## src/rtl/aes_cmd_ctrl_if.sv

```systemverilog
// Host/core signal bundle for the AES command controller.
// The slave modport is the controller's view; the master modport is the
// environment (host adapter plus AES core) that drives the controller.
interface aes_cmd_ctrl_if;
    // command channel
    logic         cmd_valid;
    logic         cmd_ready;
    logic [1:0]   cmd_mode;
    logic         cmd_enc_dec;
    // key/data write stream
    logic         wr_valid;
    logic         wr_ready;
    logic [31:0]  wr_data;
    // result read stream
    logic         rd_valid;
    logic         rd_ready;
    logic [31:0]  rd_data;
    // AES core control
    logic         core_start;
    logic [1:0]   core_mode;
    logic         core_enc_dec;
    logic [3:0]   core_round_amount;
    logic [255:0] core_key;
    logic [127:0] core_block;
    logic         core_done;
    logic [127:0] core_result;
    // status
    logic         busy;
    logic         err_mode;
    logic         err_timeout;

    modport slave (
        input  cmd_valid, cmd_mode, cmd_enc_dec,
        input  wr_valid, wr_data,
        input  rd_ready,
        input  core_done, core_result,
        output cmd_ready, wr_ready, rd_valid, rd_data,
        output core_start, core_mode, core_enc_dec, core_round_amount,
        output core_key, core_block,
        output busy, err_mode, err_timeout
    );

    modport master (
        output cmd_valid, cmd_mode, cmd_enc_dec,
        output wr_valid, wr_data,
        output rd_ready,
        output core_done, core_result,
        input  cmd_ready, wr_ready, rd_valid, rd_data,
        input  core_start, core_mode, core_enc_dec, core_round_amount,
        input  core_key, core_block,
        input  busy, err_mode, err_timeout
    );
endinterface

```

## src/rtl/aes_cmd_ctrl.sv

```systemverilog
// Host-side command controller for the AES core: takes a command, streams in
// key and block words, fires a one-cycle start, waits for done under a
// watchdog and streams the 128-bit result back as four 32-bit words.
module aes_cmd_ctrl #(
    parameter int TIMEOUT = 1023
) (
    input  logic           clk,
    input  logic           reset_n,
    aes_cmd_ctrl_if.slave  bus
);
    localparam int WDW = $clog2(TIMEOUT + 1);

    typedef enum logic [2:0] {
        IDLE, LOAD_KEY, LOAD_DATA, START, BUSY, UNLOAD
    } state_t;

    state_t         r_state;
    state_t         w_state_next;
    logic [2:0]     r_word_cnt;
    logic [WDW-1:0] r_wdog;
    logic [255:0]   r_key;
    logic [127:0]   r_block;
    logic [127:0]   r_result;
    logic [1:0]     r_mode;
    logic           r_enc_dec;
    logic [3:0]     r_round;
    logic           r_err_mode;
    logic           r_err_timeout;

    logic           w_cmd_accept;
    logic           w_cmd_illegal;
    logic           w_key_we;
    logic           w_blk_we;
    logic           w_done_take;
    logic           w_wdog_expire;
    logic           w_rd_take;
    logic [2:0]     w_last_key;
    logic [31:0]    w_res_word [4];

    // Index of the final key word for the latched key size (nk - 1).
    always_comb begin
        case (r_mode)
            2'b00:   w_last_key = 3'd3;
            2'b01:   w_last_key = 3'd5;
            default: w_last_key = 3'd7;
        endcase
    end

    // State register; an asynchronous reset always lands in IDLE so no start
    // pulse can follow its release.
    always_ff @(posedge clk or negedge reset_n) begin
        if (!reset_n) r_state <= IDLE;
        else          r_state <= w_state_next;
    end

    // Next-state decode plus the per-cycle events the datapath acts on.
    always_comb begin
        w_state_next  = r_state;
        w_cmd_accept  = 1'b0;
        w_cmd_illegal = 1'b0;
        w_key_we      = 1'b0;
        w_blk_we      = 1'b0;
        w_done_take   = 1'b0;
        w_wdog_expire = 1'b0;
        w_rd_take     = 1'b0;
        case (r_state)
            IDLE: begin
                if (bus.cmd_valid) begin
                    if (bus.cmd_mode == 2'b11) begin
                        w_cmd_illegal = 1'b1;
                    end else begin
                        w_cmd_accept = 1'b1;
                        w_state_next = LOAD_KEY;
                    end
                end
            end
            LOAD_KEY: begin
                if (bus.wr_valid) begin
                    w_key_we = 1'b1;
                    if (r_word_cnt == w_last_key) w_state_next = LOAD_DATA;
                end
            end
            LOAD_DATA: begin
                if (bus.wr_valid) begin
                    w_blk_we = 1'b1;
                    if (r_word_cnt == 3'd3) w_state_next = START;
                end
            end
            START: w_state_next = BUSY;
            BUSY: begin
                // done takes priority over a watchdog expiring in the same cycle
                if (bus.core_done) begin
                    w_done_take  = 1'b1;
                    w_state_next = UNLOAD;
                end else if (r_wdog == WDW'(TIMEOUT - 1)) begin
                    w_wdog_expire = 1'b1;
                    w_state_next  = IDLE;
                end
            end
            UNLOAD: begin
                if (bus.rd_ready) begin
                    w_rd_take = 1'b1;
                    if (r_word_cnt == 3'd3) w_state_next = IDLE;
                end
            end
            default: w_state_next = IDLE;
        endcase
    end

    // Shared word counter for key load, block load and result unload.
    always_ff @(posedge clk or negedge reset_n) begin
        if (!reset_n) begin
            r_word_cnt <= '0;
        end else if (w_cmd_accept || w_done_take) begin
            r_word_cnt <= '0;
        end else if (w_key_we) begin
            r_word_cnt <= (r_word_cnt == w_last_key) ? 3'd0 : r_word_cnt + 3'd1;
        end else if (w_blk_we || w_rd_take) begin
            r_word_cnt <= (r_word_cnt == 3'd3) ? 3'd0 : r_word_cnt + 3'd1;
        end
    end

    // Watchdog: cleared while issuing start, counts every BUSY cycle.
    always_ff @(posedge clk or negedge reset_n) begin
        if (!reset_n)               r_wdog <= '0;
        else if (r_state == START)  r_wdog <= '0;
        else if (r_state == BUSY)   r_wdog <= r_wdog + WDW'(1);
    end

    // Operation configuration, latched together when a legal command lands.
    always_ff @(posedge clk or negedge reset_n) begin
        if (!reset_n) begin
            r_mode    <= '0;
            r_enc_dec <= 1'b0;
            r_round   <= '0;
        end else if (w_cmd_accept) begin
            r_mode    <= bus.cmd_mode;
            r_enc_dec <= bus.cmd_enc_dec;
            case (bus.cmd_mode)
                2'b00:   r_round <= 4'd10;
                2'b01:   r_round <= 4'd12;
                default: r_round <= 4'd14;
            endcase
        end
    end

    // Key register, left-justified: word 0 lands in the top 32 bits; the
    // words a shorter key never writes stay at the zero set on command accept.
    always_ff @(posedge clk or negedge reset_n) begin
        if (!reset_n) begin
            r_key <= '0;
        end else if (w_cmd_accept) begin
            r_key <= '0;
        end else if (w_key_we) begin
            for (int i = 0; i < 8; i++) begin
                if (r_word_cnt == 3'(i)) r_key[255-32*i -: 32] <= bus.wr_data;
            end
        end
    end

    // Input block, most significant word first.
    always_ff @(posedge clk or negedge reset_n) begin
        if (!reset_n) begin
            r_block <= '0;
        end else if (w_blk_we) begin
            for (int i = 0; i < 4; i++) begin
                if (r_word_cnt == 3'(i)) r_block[127-32*i -: 32] <= bus.wr_data;
            end
        end
    end

    // Result capture on the done pulse seen while BUSY.
    always_ff @(posedge clk or negedge reset_n) begin
        if (!reset_n)         r_result <= '0;
        else if (w_done_take) r_result <= bus.core_result;
    end

    // Error pulses are registered so they appear the cycle after the event.
    always_ff @(posedge clk or negedge reset_n) begin
        if (!reset_n) begin
            r_err_mode    <= 1'b0;
            r_err_timeout <= 1'b0;
        end else begin
            r_err_mode    <= w_cmd_illegal;
            r_err_timeout <= w_wdog_expire;
        end
    end

    for (genvar gi = 0; gi < 4; gi++) begin : g_res_word
        assign w_res_word[gi] = r_result[127-32*gi -: 32];
    end

    assign bus.cmd_ready         = (r_state == IDLE);
    assign bus.wr_ready          = (r_state == LOAD_KEY) || (r_state == LOAD_DATA);
    assign bus.rd_valid          = (r_state == UNLOAD);
    assign bus.rd_data           = (r_state == UNLOAD) ? w_res_word[r_word_cnt[1:0]] : 32'd0;
    assign bus.core_start        = (r_state == START);
    assign bus.busy              = (r_state != IDLE);
    assign bus.core_mode         = r_mode;
    assign bus.core_enc_dec      = r_enc_dec;
    assign bus.core_round_amount = r_round;
    assign bus.core_key          = r_key;
    assign bus.core_block        = r_block;
    assign bus.err_mode          = r_err_mode;
    assign bus.err_timeout       = r_err_timeout;
endmodule
```

## src/flat_wrapper.sv

```systemverilog
// flat-port wrapper written by rule: the top's interface ports become plain ports
module aes_cmd_ctrl_flat 
#(
    parameter int TIMEOUT = 1023
)
  (clk, reset_n, bus_cmd_valid, bus_cmd_mode, bus_cmd_enc_dec, bus_wr_valid, bus_wr_data, bus_rd_ready, bus_core_done, bus_core_result, bus_cmd_ready, bus_wr_ready, bus_rd_valid, bus_rd_data, bus_core_start, bus_core_mode, bus_core_enc_dec, bus_core_round_amount, bus_core_key, bus_core_block, bus_busy, bus_err_mode, bus_err_timeout);
  aes_cmd_ctrl_if bus_i ();
  input  logic clk;
  input  logic reset_n;
  input wire logic [$bits(bus_i.cmd_valid)-1:0] bus_cmd_valid;
  input wire logic [$bits(bus_i.cmd_mode)-1:0] bus_cmd_mode;
  input wire logic [$bits(bus_i.cmd_enc_dec)-1:0] bus_cmd_enc_dec;
  input wire logic [$bits(bus_i.wr_valid)-1:0] bus_wr_valid;
  input wire logic [$bits(bus_i.wr_data)-1:0] bus_wr_data;
  input wire logic [$bits(bus_i.rd_ready)-1:0] bus_rd_ready;
  input wire logic [$bits(bus_i.core_done)-1:0] bus_core_done;
  input wire logic [$bits(bus_i.core_result)-1:0] bus_core_result;
  output wire logic [$bits(bus_i.cmd_ready)-1:0] bus_cmd_ready;
  output wire logic [$bits(bus_i.wr_ready)-1:0] bus_wr_ready;
  output wire logic [$bits(bus_i.rd_valid)-1:0] bus_rd_valid;
  output wire logic [$bits(bus_i.rd_data)-1:0] bus_rd_data;
  output wire logic [$bits(bus_i.core_start)-1:0] bus_core_start;
  output wire logic [$bits(bus_i.core_mode)-1:0] bus_core_mode;
  output wire logic [$bits(bus_i.core_enc_dec)-1:0] bus_core_enc_dec;
  output wire logic [$bits(bus_i.core_round_amount)-1:0] bus_core_round_amount;
  output wire logic [$bits(bus_i.core_key)-1:0] bus_core_key;
  output wire logic [$bits(bus_i.core_block)-1:0] bus_core_block;
  output wire logic [$bits(bus_i.busy)-1:0] bus_busy;
  output wire logic [$bits(bus_i.err_mode)-1:0] bus_err_mode;
  output wire logic [$bits(bus_i.err_timeout)-1:0] bus_err_timeout;
  assign bus_i.cmd_valid = bus_cmd_valid;
  assign bus_i.cmd_mode = bus_cmd_mode;
  assign bus_i.cmd_enc_dec = bus_cmd_enc_dec;
  assign bus_i.wr_valid = bus_wr_valid;
  assign bus_i.wr_data = bus_wr_data;
  assign bus_i.rd_ready = bus_rd_ready;
  assign bus_i.core_done = bus_core_done;
  assign bus_i.core_result = bus_core_result;
  assign bus_cmd_ready = bus_i.cmd_ready;
  assign bus_wr_ready = bus_i.wr_ready;
  assign bus_rd_valid = bus_i.rd_valid;
  assign bus_rd_data = bus_i.rd_data;
  assign bus_core_start = bus_i.core_start;
  assign bus_core_mode = bus_i.core_mode;
  assign bus_core_enc_dec = bus_i.core_enc_dec;
  assign bus_core_round_amount = bus_i.core_round_amount;
  assign bus_core_key = bus_i.core_key;
  assign bus_core_block = bus_i.core_block;
  assign bus_busy = bus_i.busy;
  assign bus_err_mode = bus_i.err_mode;
  assign bus_err_timeout = bus_i.err_timeout;
  aes_cmd_ctrl #(.TIMEOUT(TIMEOUT)) u_core (.clk(clk), .reset_n(reset_n), .bus(bus_i));
endmodule
```

## config.mk

```make
export PLATFORM = sky130hd
export DESIGN_NAME = aes_cmd_ctrl_flat
export DESIGN_NICKNAME = d
export VERILOG_FILES = /design/src/rtl/aes_cmd_ctrl_if.sv /design/src/rtl/aes_cmd_ctrl.sv /design/src/flat_wrapper.sv
export SDC_FILE = /design/constraint.sdc
export NUM_CORES = 1
export LEC_CHECK = 0
export BUFFER_PORTS_ARGS = -buffer_cell sky130_fd_sc_hd__buf_2
export CAP_MARGIN = 15
export CORE_AREA = 2 2 233 235
export CTS_CLUSTER_SIZE = 12
export DETAILED_ROUTE_END_ITERATION = 7
export DIE_AREA = 0 0 235 237
export PLACE_DENSITY = 0.74
export SYNTH_ARGS = -nofsm -noshare
export SYNTH_HDL_FRONTEND = slang
export SYNTH_SLANG_ARGS = --single-unit
```

## constraint.sdc

```tcl
create_clock -name clk -period 2.9 [get_ports clk]
set_clock_uncertainty 0.2 [all_clocks]
set_input_delay 0.58 -clock clk [delete_from_list [all_inputs] [get_ports clk]]
set_output_delay 0.58 -clock clk [all_outputs]
set_load 0.02 [all_outputs]
```

* After elaboration in Yosys (flattened, before gate mapping) *
Index checks and enable logic that the tools add are counted.

word-level totals
  ROM bits = 0
  flip-flop bits (word level) = 537
  output and inout bits = 430
  bits in latches = 0
  memories = 0
  logic and storage cells = 133
  bits in writable memories = 0

operators by class
  divide/modulo/power cells = 0
  reduce and logical (&&, ||, !) cells = 32
  bitwise operators = 1
  $add $sub $neg = 2
  mux-type cells = 50
  shift operators = 0
  multiply operators = 0
  order comparisons = 1
  equality and inequality tests = 26

operators with widths
  operator                                                         count
  256-bit two-way mux                                              2
  32-bit two-way mux                                               11
  32-bit binary-select mux with 2-bit select                       1
  3-bit two-way mux                                                15
  2-bit AND reduction                                              12
  10-bit two-way mux                                               2
  2-bit nonzero test                                               10
  3-bit == test, second input constant                             6
  3-bit one-hot mux with 6 select lines                            1
  1-bit two-way mux                                                16
  3-bit by 2-bit == test with 1-bit output, second input constant  4
  3-bit one-hot mux with 2 select lines                            2
  10-bit by 1-bit adder with 10-bit output, second input constant  1
  10-bit == test, second input constant                            1
  2-bit != test, second input constant                             5
  9-bit AND reduction                                              1
  3-bit by 1-bit == test with 1-bit output, second input constant  2
  3-bit logical NOT                                                2
  2-bit by 1-bit != test with 1-bit output, second input constant  3
  3-bit nonzero test                                               2
  2-bit by 1-bit == test with 1-bit output, second input constant  2
  2-bit logical NOT                                                2
  3-bit by 1-bit adder with 3-bit output, second input constant    1
  3-bit == test                                                    1
  other kinds (5)                                                  7

* Depth between registers and ports, before layout *
Gate-level depths: netlist of run 1.

  depth after elaboration = 6
  mapped depth = 9
  depth with buffers taken out = 7

* Worst setup path after synthesis of run 1 *
OpenSTA, ideal clock, no wires.

  path kind = register to output
  start = register u_core.r_word_cnt[0]
  end = output port bus_rd_data[10]
  data arrival time = 1578 ps
  setup slack = 542 ps
  stages on the path, launching flop included = 5
  cell sequence = dfrtp_1 buf_2 buf_2 mux4_2 nor2b_1

between the ends
  cells in the longest elaborated chain, start to end = 5

RTL lines
  element                                                 RTL line             RTL
  from (decl)                                             aes_cmd_ctrl.sv:19   logic [2:0] r_word_cnt;
  from (signal assigned)                                  aes_cmd_ctrl.sv:117  r_word_cnt <= (r_word_cnt == w_last_key) ? 3'd0 : r_word_cnt + 3'd1;
  from (signal assigned)                                  aes_cmd_ctrl.sv:119  r_word_cnt <= (r_word_cnt == 3'd3) ? 3'd0 : r_word_cnt + 3'd1;
  2-bit NOT with 3-bit output (not written as such)       aes_cmd_ctrl.sv:196  assign bus.rd_data = (r_state == UNLOAD) ? w_res_word[r_word_cnt[1:0]] : 32'd0;
  32-bit binary-select mux with 2-bit select              aes_cmd_ctrl.sv:196
  32-bit two-way mux (not written as such) (2 in series)  aes_cmd_ctrl.sv:196
  32-bit two-way mux                                      aes_cmd_ctrl.sv:196
  to (decl)                                               flat_wrapper.sv:21   output wire logic [$bits(bus_i.rd_data)-1:0] bus_rd_data;

No other way between the ends. The select of a mux whose other input is x is not followed.

* Final worst setup path of run 1 *
  start = register u_core.r_word_cnt[0]
  end = output port bus_rd_data[15]

Same word-level chain as after synthesis.

==> results of run 1 <==
where the power goes:
group / leakage (nW) / switching (mW) / internal (mW)
Combinational: 6.51 / 6.17 / 4.69
Clock: 0.843 / 2.93 / 3.91
Sequential: 7.07 / 1.65 / 10.1
Total: 14.4 / 10.7 / 18.7
cell families (layout without fill, tap and decap cells):
| kind of cell | after synthesis | count (layout) |
|---|---|---|
| adders and majority gates | 9 | 9 |
| other | 1 | 3 |
| and+or+nand+nor | 634 | 634 |
| buffers and inverters | 170 | 865 |
| AOI/OAI and AO/OA | 286 | 286 |
| muxes | 294 | 294 |
| DFF | 536 | 536 |
metrics by stage:
step / cells / util (%) / area (µm²) / total power [mW]
floorplan: 1930 / - / 22090 / 17.95
global placement: 3130 / 48.74 / 25970 / 21.43
detailed placement: 3130 / 48.74 / 25970 / 21.84
CTS: 3315 / 53.79 / 28660 / 28.92
global route: 3321 / 54.53 / 29050 / 30.73
finish: 3323 / 54.54 / 29060 / 29.45
what timing repair did:
action / in CTS / in global routing
setup endpoints to repair: 33 / 31
buffers inserted: 5 / 3
pin swaps: 1 / 0
hold endpoints to repair: 137 / 1
resized for setup: 20 / 86
cloned: 0 / 2
hold buffers: 88 / 1
worst reg2reg max path, cell delays in order (launching register included):
cell and delay (ns):
dfrtp_4 0.50, buf_12 0.16, clkbuf_16 0.17, buf_4 0.14, inv_1 0.10, ha_1 0.26
and2_2 0.75, nand2_1 0.19, a21oi_1 0.15
sequential cells by signal (all words and copies together) (netlist names):
| name | count |
|---|---|
| u_core.bus.core_key | 256 |
| u_core.bus.core_round_amount | 3 |
| u_core.bus.err_timeout | 1 |
| u_core.bus.err_mode | 1 |
| u_core.bus.core_enc_dec | 1 |
| u_core.r_state | 3 |
| u_core.bus.core_mode | 2 |
| u_core.r_wdog | 10 |
| u_core.bus.core_block | 128 |
| u_core.r_result | 128 |
| u_core.r_word_cnt | 3 |
layout make-up:
type / count / area (µm²) / area share, %
Antenna cell: 2 / 5.005 / 0.01722
Clock buffer: 83 / 1623 / 5.585
Clock inverter: 9 / 88.84 / 0.3057
Inverter: 9 / 33.78 / 0.1163
Multi-Input combinational cell: 1224 / 8053 / 27.71
Sequential cell: 536 / 13420 / 46.19
Tap cell: 696 / 870.8 / 2.997
Timing Repair Buffer: 764 / 4964 / 17.08
worst min path at each step:
stage	from	end	cells past startpoint	slack, ns
6_report	bus_core_result[53]	u_core.r_result[53]	2	0.02
3_3_place_gp	u_core.bus.core_round_amount[3]	u_core.bus.core_round_amount[3]	1	0.25
5_1_grt	bus_core_result[53]	u_core.r_result[53]	2	0.0006
2_1_floorplan	reset_n	u_core.bus.core_block[0]	0	0.08
4_1_cts	bus_core_result[89]	u_core.r_result[89]	2	0.0001
3_5_place_dp	u_core.bus.core_round_amount[1]	u_core.bus.core_round_amount[1]	2	0.27
layer usage:
metal	GRT usage [%]	wire (µm)
met1	31.99	28520
met2	44.17	37370
met3	6.144	6333
met4	9.705	2964
met5	0	0
cells in the mapped netlist, types with 5 or more instances:
master | count | area share (%)
and2_1 | 7 | 0.20
nand2b_1 | 5 | 0.14
buf_2 | 51 | 1.2
buf_4 | 32 | 1.1
ha_1 | 9 | 0.51
mux4_2 | 32 | 3.3
a21oi_1 | 263 | 6.0
nand2_1 | 541 | 9.2
buf_1 | 6 | 0.10
and3_1 | 6 | 0.17
nor2b_1 | 34 | 0.96
o21ai_0 | 12 | 0.27
clkbuf_1 | 71 | 1.2
inv_1 | 8 | 0.14
mux2_2 | 254 | 13
dfrtp_1 | 536 | 61
nor2_1 | 10 | 0.17
nand3_1 | 12 | 0.27
==> impl_metrics.csv, run 1 <==
group,metric,value,unit
run_status,status,"finished, violations left",
run_status,failed_checks,"negative setup slack",
run,maxCapViolations,0,
critical_path,crit_end,"bus_rd_data[15]",
cells_and_area,final_cell_mix,"buf_2, nand2_1, dfrtp_1, a21oi_1, mux2_2",
detailed_routing,wl_per_cell,22.63,µm
synth,syn_area,0.02209,mm²
global_route,track_usage,25.89,%
place,hpwl,49700,µm
detailed_routing,drtIter0Drc,1445,
synth,synth_fa_ha_area_share,0.5099,%
sta,layout_setup_ws,-0.04434,ns
critical_path,cp-start-kind,"register",
die,die-area,0.05570,mm²
critical_path,critPathMaxStageDelay,0.51,ns
cells_and_area,fin_nets,2768,
place,io_buffers,597,
cells_and_area,nFillCells,4397,
die,start_util,41.45,%
critical_path,crit_slowest_cell,"mux4_2",
synth,ys_types,43,
sta,min_period,2.944,ns
sta,finalMaxSlewViolations,0,
die,die_h,237,µm
critical_path,r2r-end,"u_core.bus.core_key[240]",
cells_and_area,area_growth,31.57,%
sta,fin_hold_ws,0.02363,ns
synth,synth_top_family_by_area,"multiplexers",
synth,yosysSeqAreaShare,60.73,%
synth,async_flop_share,100.0,%
clock_network,htreeDepth,2,
critical_path,cp_top_family,"multiplexers",
clock_network,clk_pin_slew,0.06,ns
power_and_ir_drop,p_leak,14.42,nW
global_route,antenna_found_initial,2,
critical_path,cp-startpoint,"u_core.r_word_cnt[0]",
synth,ys_ff_latch,536,
sta,period_share,101.5,%
global_route,grt_max_degree,78,
clock_network,clock-sinks,536,
cells_and_area,drive_above_1_share,41.33,%
clock_network,cts_tree,"done",
sta,slew-limit-headroom,42.93,%
sta,fmax,0.3396,GHz
sta,rsz0062_at_grt,"true",
critical_path,r2r_slack,0.20,ns
detailed_routing,vias,17700,
sta,worst_pin_slew,0.8561,ns
critical_path,arrival,2.16,ns
critical_path,critPathKind,"reg -> out",
power_and_ir_drop,peakVddDrop,0.7138,mV
cells_and_area,layout_commonest_cell,"buf_2",
clock_network,clkLatencyLatePin,0.60,ns
synth,ys.warnings.count,0,
die,row_count,85,
critical_path,crit_path_end_kind,"primary output",
detailed_routing,drcViolationCount,0,
detailed_routing,wirelength,75190,µm
synth,ys.flop_type,"dfrtp_1",
place,gp_congestion,0.8872,
critical_path,path_max_fanout,5,
sta,tns,-0.4304,ns
synth,syn_inst,1930,
synth,synth-simple-area-share,11.77,%
sta,hold_violations,0,
synth,avgSynthCellArea,11.44,µm²
die,die_x,235,µm
synth,synth.area.mux_share,16.60,%
global_route,grt_pass1_vias,18160,
synth,synth-compound-area-share,6.622,%
critical_path,r2r-start,"u_core.r_word_cnt[0]",
power_and_ir_drop,power_density,1013,mW/mm²
detailed_routing,first_pass_iters,5,
clock_network,clockBufferDepth,3,
clock_network,clock-root-buffer,"clkbuf_16",
detailed_routing,vias_per_cell,5.327,
place,pre_cts_slack,0.2117,ns
global_route,grt-ovfl-total,0,
critical_path,cp_cell_sequence,"buf_12 -> clkbuf_16 -> mux4_2 -> nor2b_4 -> buf_6",
clock_network,cts_made_buffers,55,
synth,synth_xor_area_share,0,%
synth,synth-edff-count,0,
global_route,grt_pass1_wl,111000,µm
synth,synthesis.nets,2108,
critical_path,required,2.12,ns
critical_path,cp.depth,5,
die,io_pins,599,
critical_path,cp.buffers_inverters,3,
detailed_routing,antenna_left,0,
worst_hold_path,hp-class,"in -> reg",
die,fp.coreArea,0.05328,mm²
critical_path,rr_worst_depth,8,
sta,setup-violations-final,21,
Power figures use the tool's default switching activity.
==> run 2, diff against run 1 <==
--- a/config.mk
+++ b/config.mk
@@ -12,6 +12,8 @@
 export DETAILED_ROUTE_END_ITERATION = 7
 export DIE_AREA = 0 0 235 237
 export PLACE_DENSITY = 0.74
+export SETUP_SLACK_MARGIN = 0.2
+export SLEW_MARGIN = 25
 export SYNTH_ARGS = -nofsm -noshare
 export SYNTH_HDL_FRONTEND = slang
 export SYNTH_SLANG_ARGS = --single-unit
==> impl_metrics.csv, run 2 (synthesis results as in run 1) <==
group,metric,value,unit
global_route,track_usage,25.93,%
critical_path,crit_path_end_kind,"primary output",
global_route,grt_max_degree,78,
critical_path,arrival,2.17,ns
cells_and_area,final_cell_mix,"buf_2, nand2_1, dfrtp_1, a21oi_1, mux2_2",
detailed_routing,wl_met3,6486,µm
power_and_ir_drop,p_leak,14.48,nW
detailed_routing,drtIter0Drc,1426,
clock_network,clk_pin_slew,0.06,ns
cells_and_area,fin_cells,3334,
power_and_ir_drop,switching_share,36.39,%
cells_and_area,fin_nets,2779,
critical_path,cp-start-kind,"register",
run_status,failed_checks,"negative setup slack",
critical_path,cp.buffers_inverters,3,
run,maxCapViolations,0,
power_and_ir_drop,p_int,18.77,mW
critical_path,critPathMaxStageDelay,0.51,ns
sta,hold_violations,0,
global_route,grt-ovfl-total,0,
power_and_ir_drop,peakVddDrop,0.7106,mV
detailed_routing,vias_per_cell,5.316,
clock_network,clock-sinks,536,
die,io_pins,599,
critical_path,crit_slowest_cell,"dfrtp_4",
global_route,grt_pass1_vias,18140,
detailed_routing,wl_met1,28460,µm
place,placed_cells,3130,
cells_and_area,nFillCells,4400,
place,dpl_cell_area,0.02597,mm²
global_route,grt_pass1_wl,111400,µm
die,die_h,237,µm
detailed_routing,first_pass_iters,5,
detailed_routing,drcViolationCount,0,
sta,tns,-0.4177,ns
cells_and_area,largest_reg_flops,256,
die,die-area,0.05570,mm²
critical_path,cp_cell_sequence,"buf_12 -> buf_16 -> mux4_2 -> nor2b_1 -> buf_2",
power_and_ir_drop,comb_power_share,37.2,%
detailed_routing,wl_per_cell,22.47,µm
power_and_ir_drop,clkPwrFrac,23.1,%
detailed_routing,top_layer_used,"met4",
sta,worst_pin_slew,0.6262,ns
power_and_ir_drop,power_density,1012,mW/mm²
run_status,status,"finished, violations left",
sta,setup-violations-final,18,
power_and_ir_drop,power.total,29.51,mW
sta,period_share,101.8,%
cells_and_area,final_cell_area,0.02917,mm²
die,die_x,235,µm
clock_network,clkLatencyLatePin,0.59,ns
worst_hold_path,hp-class,"in -> reg",
power_and_ir_drop,switching_power,10.74,mW
sta,slew-limit-headroom,58.26,%
critical_path,path_max_fanout,6,
cells_and_area,utilization,54.75,%
cells_and_area,layout_commonest_cell,"buf_2",
detailed_routing,met2_length,37170,µm
sta,min_period,2.952,ns
critical_path,required,2.12,ns
sta,rsz0062_at_grt,"true",
clock_network,cts_made_buffers,55,
detailed_routing,vias,17730,
clock_network,htreeDepth,2,
detailed_routing,wirelength,74930,µm
cells_and_area,area_growth,32.08,%
power_and_ir_drop,power_frac_seq,39.7,%
detailed_routing,antenna_left,0,
place,hpwl,49700,µm
die,start_util,41.45,%
place,io_buffers,597,
critical_path,cp_top_family,"flip-flops",
sta,layout_setup_ws,-0.05247,ns
clock_network,cts_tree,"done",
global_route,antenna_found_initial,2,
cells_and_area,drive_above_1_share,41.65,%
sta,fmax,0.3387,GHz
place,gp_congestion,0.8872,
die,row_count,85,
clock_network,clockBufferDepth,3,
critical_path,critPathKind,"reg -> out",
clock_network,clock-root-buffer,"clkbuf_16",
sta,finalMaxSlewViolations,0,
die,fp.coreArea,0.05328,mm²
==> run 2: changes by cell type in the layout (fill, tap and decap cells not counted), sizes merged <==
cell / previous run / this run
clkbuf: 85 / 83
and3: 6 / 7
buf: 673 / 685
==> run 2: per-stage QoR <==
step                worst slack, ns  hold slack, ns
finish                     -0.05247         0.03321
global route                -0.1063        0.003326
CTS                        -0.06609       0.0001427
detailed placement           0.2117          0.2654
global placement             0.2542          0.2452
floorplan                    0.5416         0.08441
==> run 2: path summary, 6_finish.rpt <==
| kind | from | cells after the start | endpoint | slack [ns] |
|---|---|---|---|---|
| min in group asynchronous | reset_n | 2 | u_core.r_result[17] | 0.36 |
| worst max-delay path | u_core.r_word_cnt[0] | 5 | bus_rd_data[20] | -0.05 |
| max in group asynchronous | reset_n | 4 | u_core.bus.core_block[121] | 1.22 |
| worst min-delay path | bus_core_result[100] | 2 | u_core.r_result[100] | 0.03 |
| worst min register to register | u_core.bus.core_round_amount[1] | 2 | u_core.bus.core_round_amount[1] | 0.27 |
| worst max register to register | u_core.r_word_cnt[0] | 7 | u_core.bus.core_block[25] | 0.30 |
==> run 2: routing by layer <==
layer	track usage [%]	vias to the layer above
met3	6.097	156
met1	32.38	8845
met5	0	-
met2	43.88	926
met4	9.743	0
li1	-	7798
==> run 2: cell type report <==
type                       count  area (µm²)  share of cell area, %
antenna                        2       5.005                0.01716
clock buffer                  83        1623                  5.563
clock inverter                 9       88.84                 0.3045
inverter                       9       33.78                 0.1158
multi-input combinational   1225        8071                  27.67
sequential                   536       13420                  46.01
tap                          696       870.8                  2.985
timing repair buffer         774        5056                  17.33
==> run 2: what timing repair did <==
item	in CTS	in global routing
gates cloned	2	1
setup endpoints to repair	33	55
hold buffers	88	1
pin swaps	1	1
hold endpoints to repair	137	1
setup buffers	9	9
resized for setup	57	51
==> run 2: power by group through the flow <==
stage                     clock (mW)  combinational, mW  sequential, mW
after floorplan                    0               4.58            13.4
after detailed placement           0               10.1            11.7
after CTS                       6.94               10.6            11.6
after global routing            7.25               11.6            11.9
after global placement             0               9.84            11.6
final                           6.83               11.0            11.7
==> run 3, diff against run 2 <==
--- a/config.mk
+++ b/config.mk
@@ -11,7 +11,8 @@
 export CTS_CLUSTER_SIZE = 12
 export DETAILED_ROUTE_END_ITERATION = 7
 export DIE_AREA = 0 0 235 237
-export PLACE_DENSITY = 0.74
+export PLACE_DENSITY = 0.68
+export RECOVER_POWER = 100
 export SETUP_SLACK_MARGIN = 0.2
 export SLEW_MARGIN = 25
 export SYNTH_ARGS = -nofsm -noshare
==> constraint.sdc (replaced) <==
create_clock -name clk -period 2.9 [get_ports clk]
set_clock_uncertainty 0.2 [all_clocks]
set_input_delay 0.58 -clock clk [delete_from_list [all_inputs] [get_ports clk]]
set_output_delay 0.58 -clock clk [all_outputs]
set_load 0.1 [all_outputs]
==> impl_metrics.csv, run 3 (synthesis results as in run 1) <==
group,metric,value,unit
worst_hold_path,hp-class,"in -> reg",
place,gp_congestion,0.8603,
cells_and_area,final_cell_mix,"nand2_1, dfrtp_1, a21oi_1, mux2_2, clkbuf_1",
critical_path,path_max_fanout,8,
detailed_routing,drcViolationCount,0,
place,hpwl,49730,µm
critical_path,required,2.12,ns
clock_network,clk_pin_slew,0.06,ns
critical_path,crit_slowest_cell,"mux4_2",
sta,hold_violations,0,
clock_network,cts_tree,"done",
sta,rsz0062_at_grt,"true",
detailed_routing,vias_per_cell,5.287,
sta,worst_pin_slew,1.883,ns
detailed_routing,vias,17780,
cells_and_area,fin_nets,2806,
detailed_routing,antenna_left,0,
cells_and_area,largest_reg_flops,256,
detailed_routing,drtIter0Drc,1194,
critical_path,cp-start-kind,"register",
critical_path,arrival,2.22,ns
global_route,antenna_found_initial,1,
sta,tns,-2.157,ns
global_route,grt-ovfl-total,0,
detailed_routing,first_pass_iters,5,
die,die_h,237,µm
die,die-area,0.05570,mm²
cells_and_area,area_growth,34.50,%
critical_path,crit_path_end_kind,"primary output",
critical_path,r2r-end,"u_core.r_word_cnt[0]",
run,maxCapViolations,1,
sta,min_period,3.005,ns
sta,setup-violations-final,31,
global_route,grt_pass1_vias,18260,
global_route,grt_max_degree,90,
worst_hold_path,hp-start,"bus_core_result[4]",
die,io_pins,599,
critical_path,r2r-start,"u_core.r_state[0]",
critical_path,rr_worst_depth,7,
worst_hold_path,hold_end,"u_core.r_result[4]",
detailed_routing,wirelength,76140,µm
critical_path,cp_cell_sequence,"buf_12 -> buf_12 -> buf_16 -> mux4_2 -> nor2b_4 -> buf_12",
place,io_buffers,597,
sta,slew-limit-headroom,-25.56,%
clock_network,cts_made_buffers,57,
global_route,track_usage,26.88,%
sta,fmax,0.3328,GHz
cells_and_area,layout_commonest_cell,"nand2_1",
critical_path,critPathKind,"reg -> out",
sta,finalMaxSlewViolations,59,
run_status,failed_checks,"max-capacitance violations, max-slew violations, negative setup slack",
cells_and_area,drive_above_1_share,33.92,%
clock_network,clockBufferDepth,3,
global_route,grt_pass1_wl,113900,µm
clock_network,clkLatencyLatePin,0.61,ns
die,fp.coreArea,0.05328,mm²
die,row_count,85,
die,start_util,41.45,%
critical_path,critPathMaxStageDelay,0.51,ns
die,die_x,235,µm
detailed_routing,wl_per_cell,22.65,µm
critical_path,crit_top_cell,"buf_12",
critical_path,r2r_slack,0.03,ns
run_status,status,"finished, violations left",
sta,period_share,103.6,%
clock_network,htreeDepth,2,
clock_network,clock-root-buffer,"clkbuf_16",
sta,layout_setup_ws,-0.1049,ns
clock_network,clock-sinks,536,
worst_hold_path,worstHoldPathCells,2,
run 3: changes by cell type in the layout (fill, tap and decap cells not counted), moves of 4 or more:
| cell | change |
|---|---|
| buf_12 | +31 |
| clkbuf_4 | +6 |
| buf_4 | -30 |
| buf_6 | -20 |
| buf_2 | -387 |
| nor2b_1 | -8 |
| clkbuf_2 | +190 |
| nor2b_4 | +12 |
| nor2b_2 | -4 |
| dlygate4sd3_1 | +33 |
| clkbuf_1 | +186 |
| buf_1 | +9 |
run 3: metal layers:
layer	track usage, %	share of wire (%)	vias to the layer above
li1	-	-	7855
met1	32.81	38	8917
met2	44.46	48	837
met3	7.741	8.8	167
met4	11.87	4.5	0
met5	0	0	-
run 3: cell type report:
cell class | instances | area (µm²)
inverter | 9 | 35.03
tap | 696 | 870.8
timing repair buffer | 800 | 5454
multi-input combinational | 1224 | 8119
antenna | 1 | 2.502
clock inverter | 16 | 165.2
fill | 4456 | 23580
sequential | 536 | 13420
clock buffer | 80 | 1643
run 3: critical path: cells and delay by family, from the launching register on:
family / cells / cell delay [ns]
simple gates: 1 / 0.16
buf+inv: 4 / 0.55
mux: 1 / 0.51
flops: 1 / 0.39
run 3: worst max path at each step:
| stage | slack [ns] | endpoint | startpoint |
|---|---|---|---|
| 2_1_floorplan | -0.11 | bus_rd_data[31] | u_core.r_word_cnt[0] |
| 3_3_place_gp | 0.40 | u_core.bus.core_key[75] | bus_wr_valid |
| 3_5_place_dp | 0.36 | u_core.bus.core_key[67] | bus_wr_valid |
| 4_1_cts | -0.14 | bus_rd_data[13] | u_core.r_word_cnt[0] |
| 5_1_grt | -0.18 | bus_rd_data[13] | u_core.r_word_cnt[0] |
| 6_report | -0.10 | bus_rd_data[6] | u_core.r_word_cnt[0] |
run 3: timing repair:
item | CTS | global route
buffers inserted | 10 | 3
pin swaps | 0 | 2
hold buffers | 122 | 0
endpoints found under the setup margin | 36 | 36
cloned | 5 | 0
endpoints found under the hold margin | 165 | 0
resized for setup | 17 | 11
run 3: through the flow:
stage               utilization, %  hold WS (ns)  cells  setup slack (ns)  area, µm²
floorplan                        -       0.08441   1930           -0.1068      22300
global placement             50.05        0.2478   3125            0.4038      26670
detailed placement           50.05        0.2614   3125            0.3577      26670
CTS                          56.29     0.0004231   3358           -0.1442      30000
global route                 55.75      0.005753   3362           -0.1785      29710
finish                       55.75       0.02966   3362           -0.1049      29710
Power of run 3 is left out: the tool's default activity adds up to more than one toggle a clock period on the data nets, which glitch-free logic cannot reach.
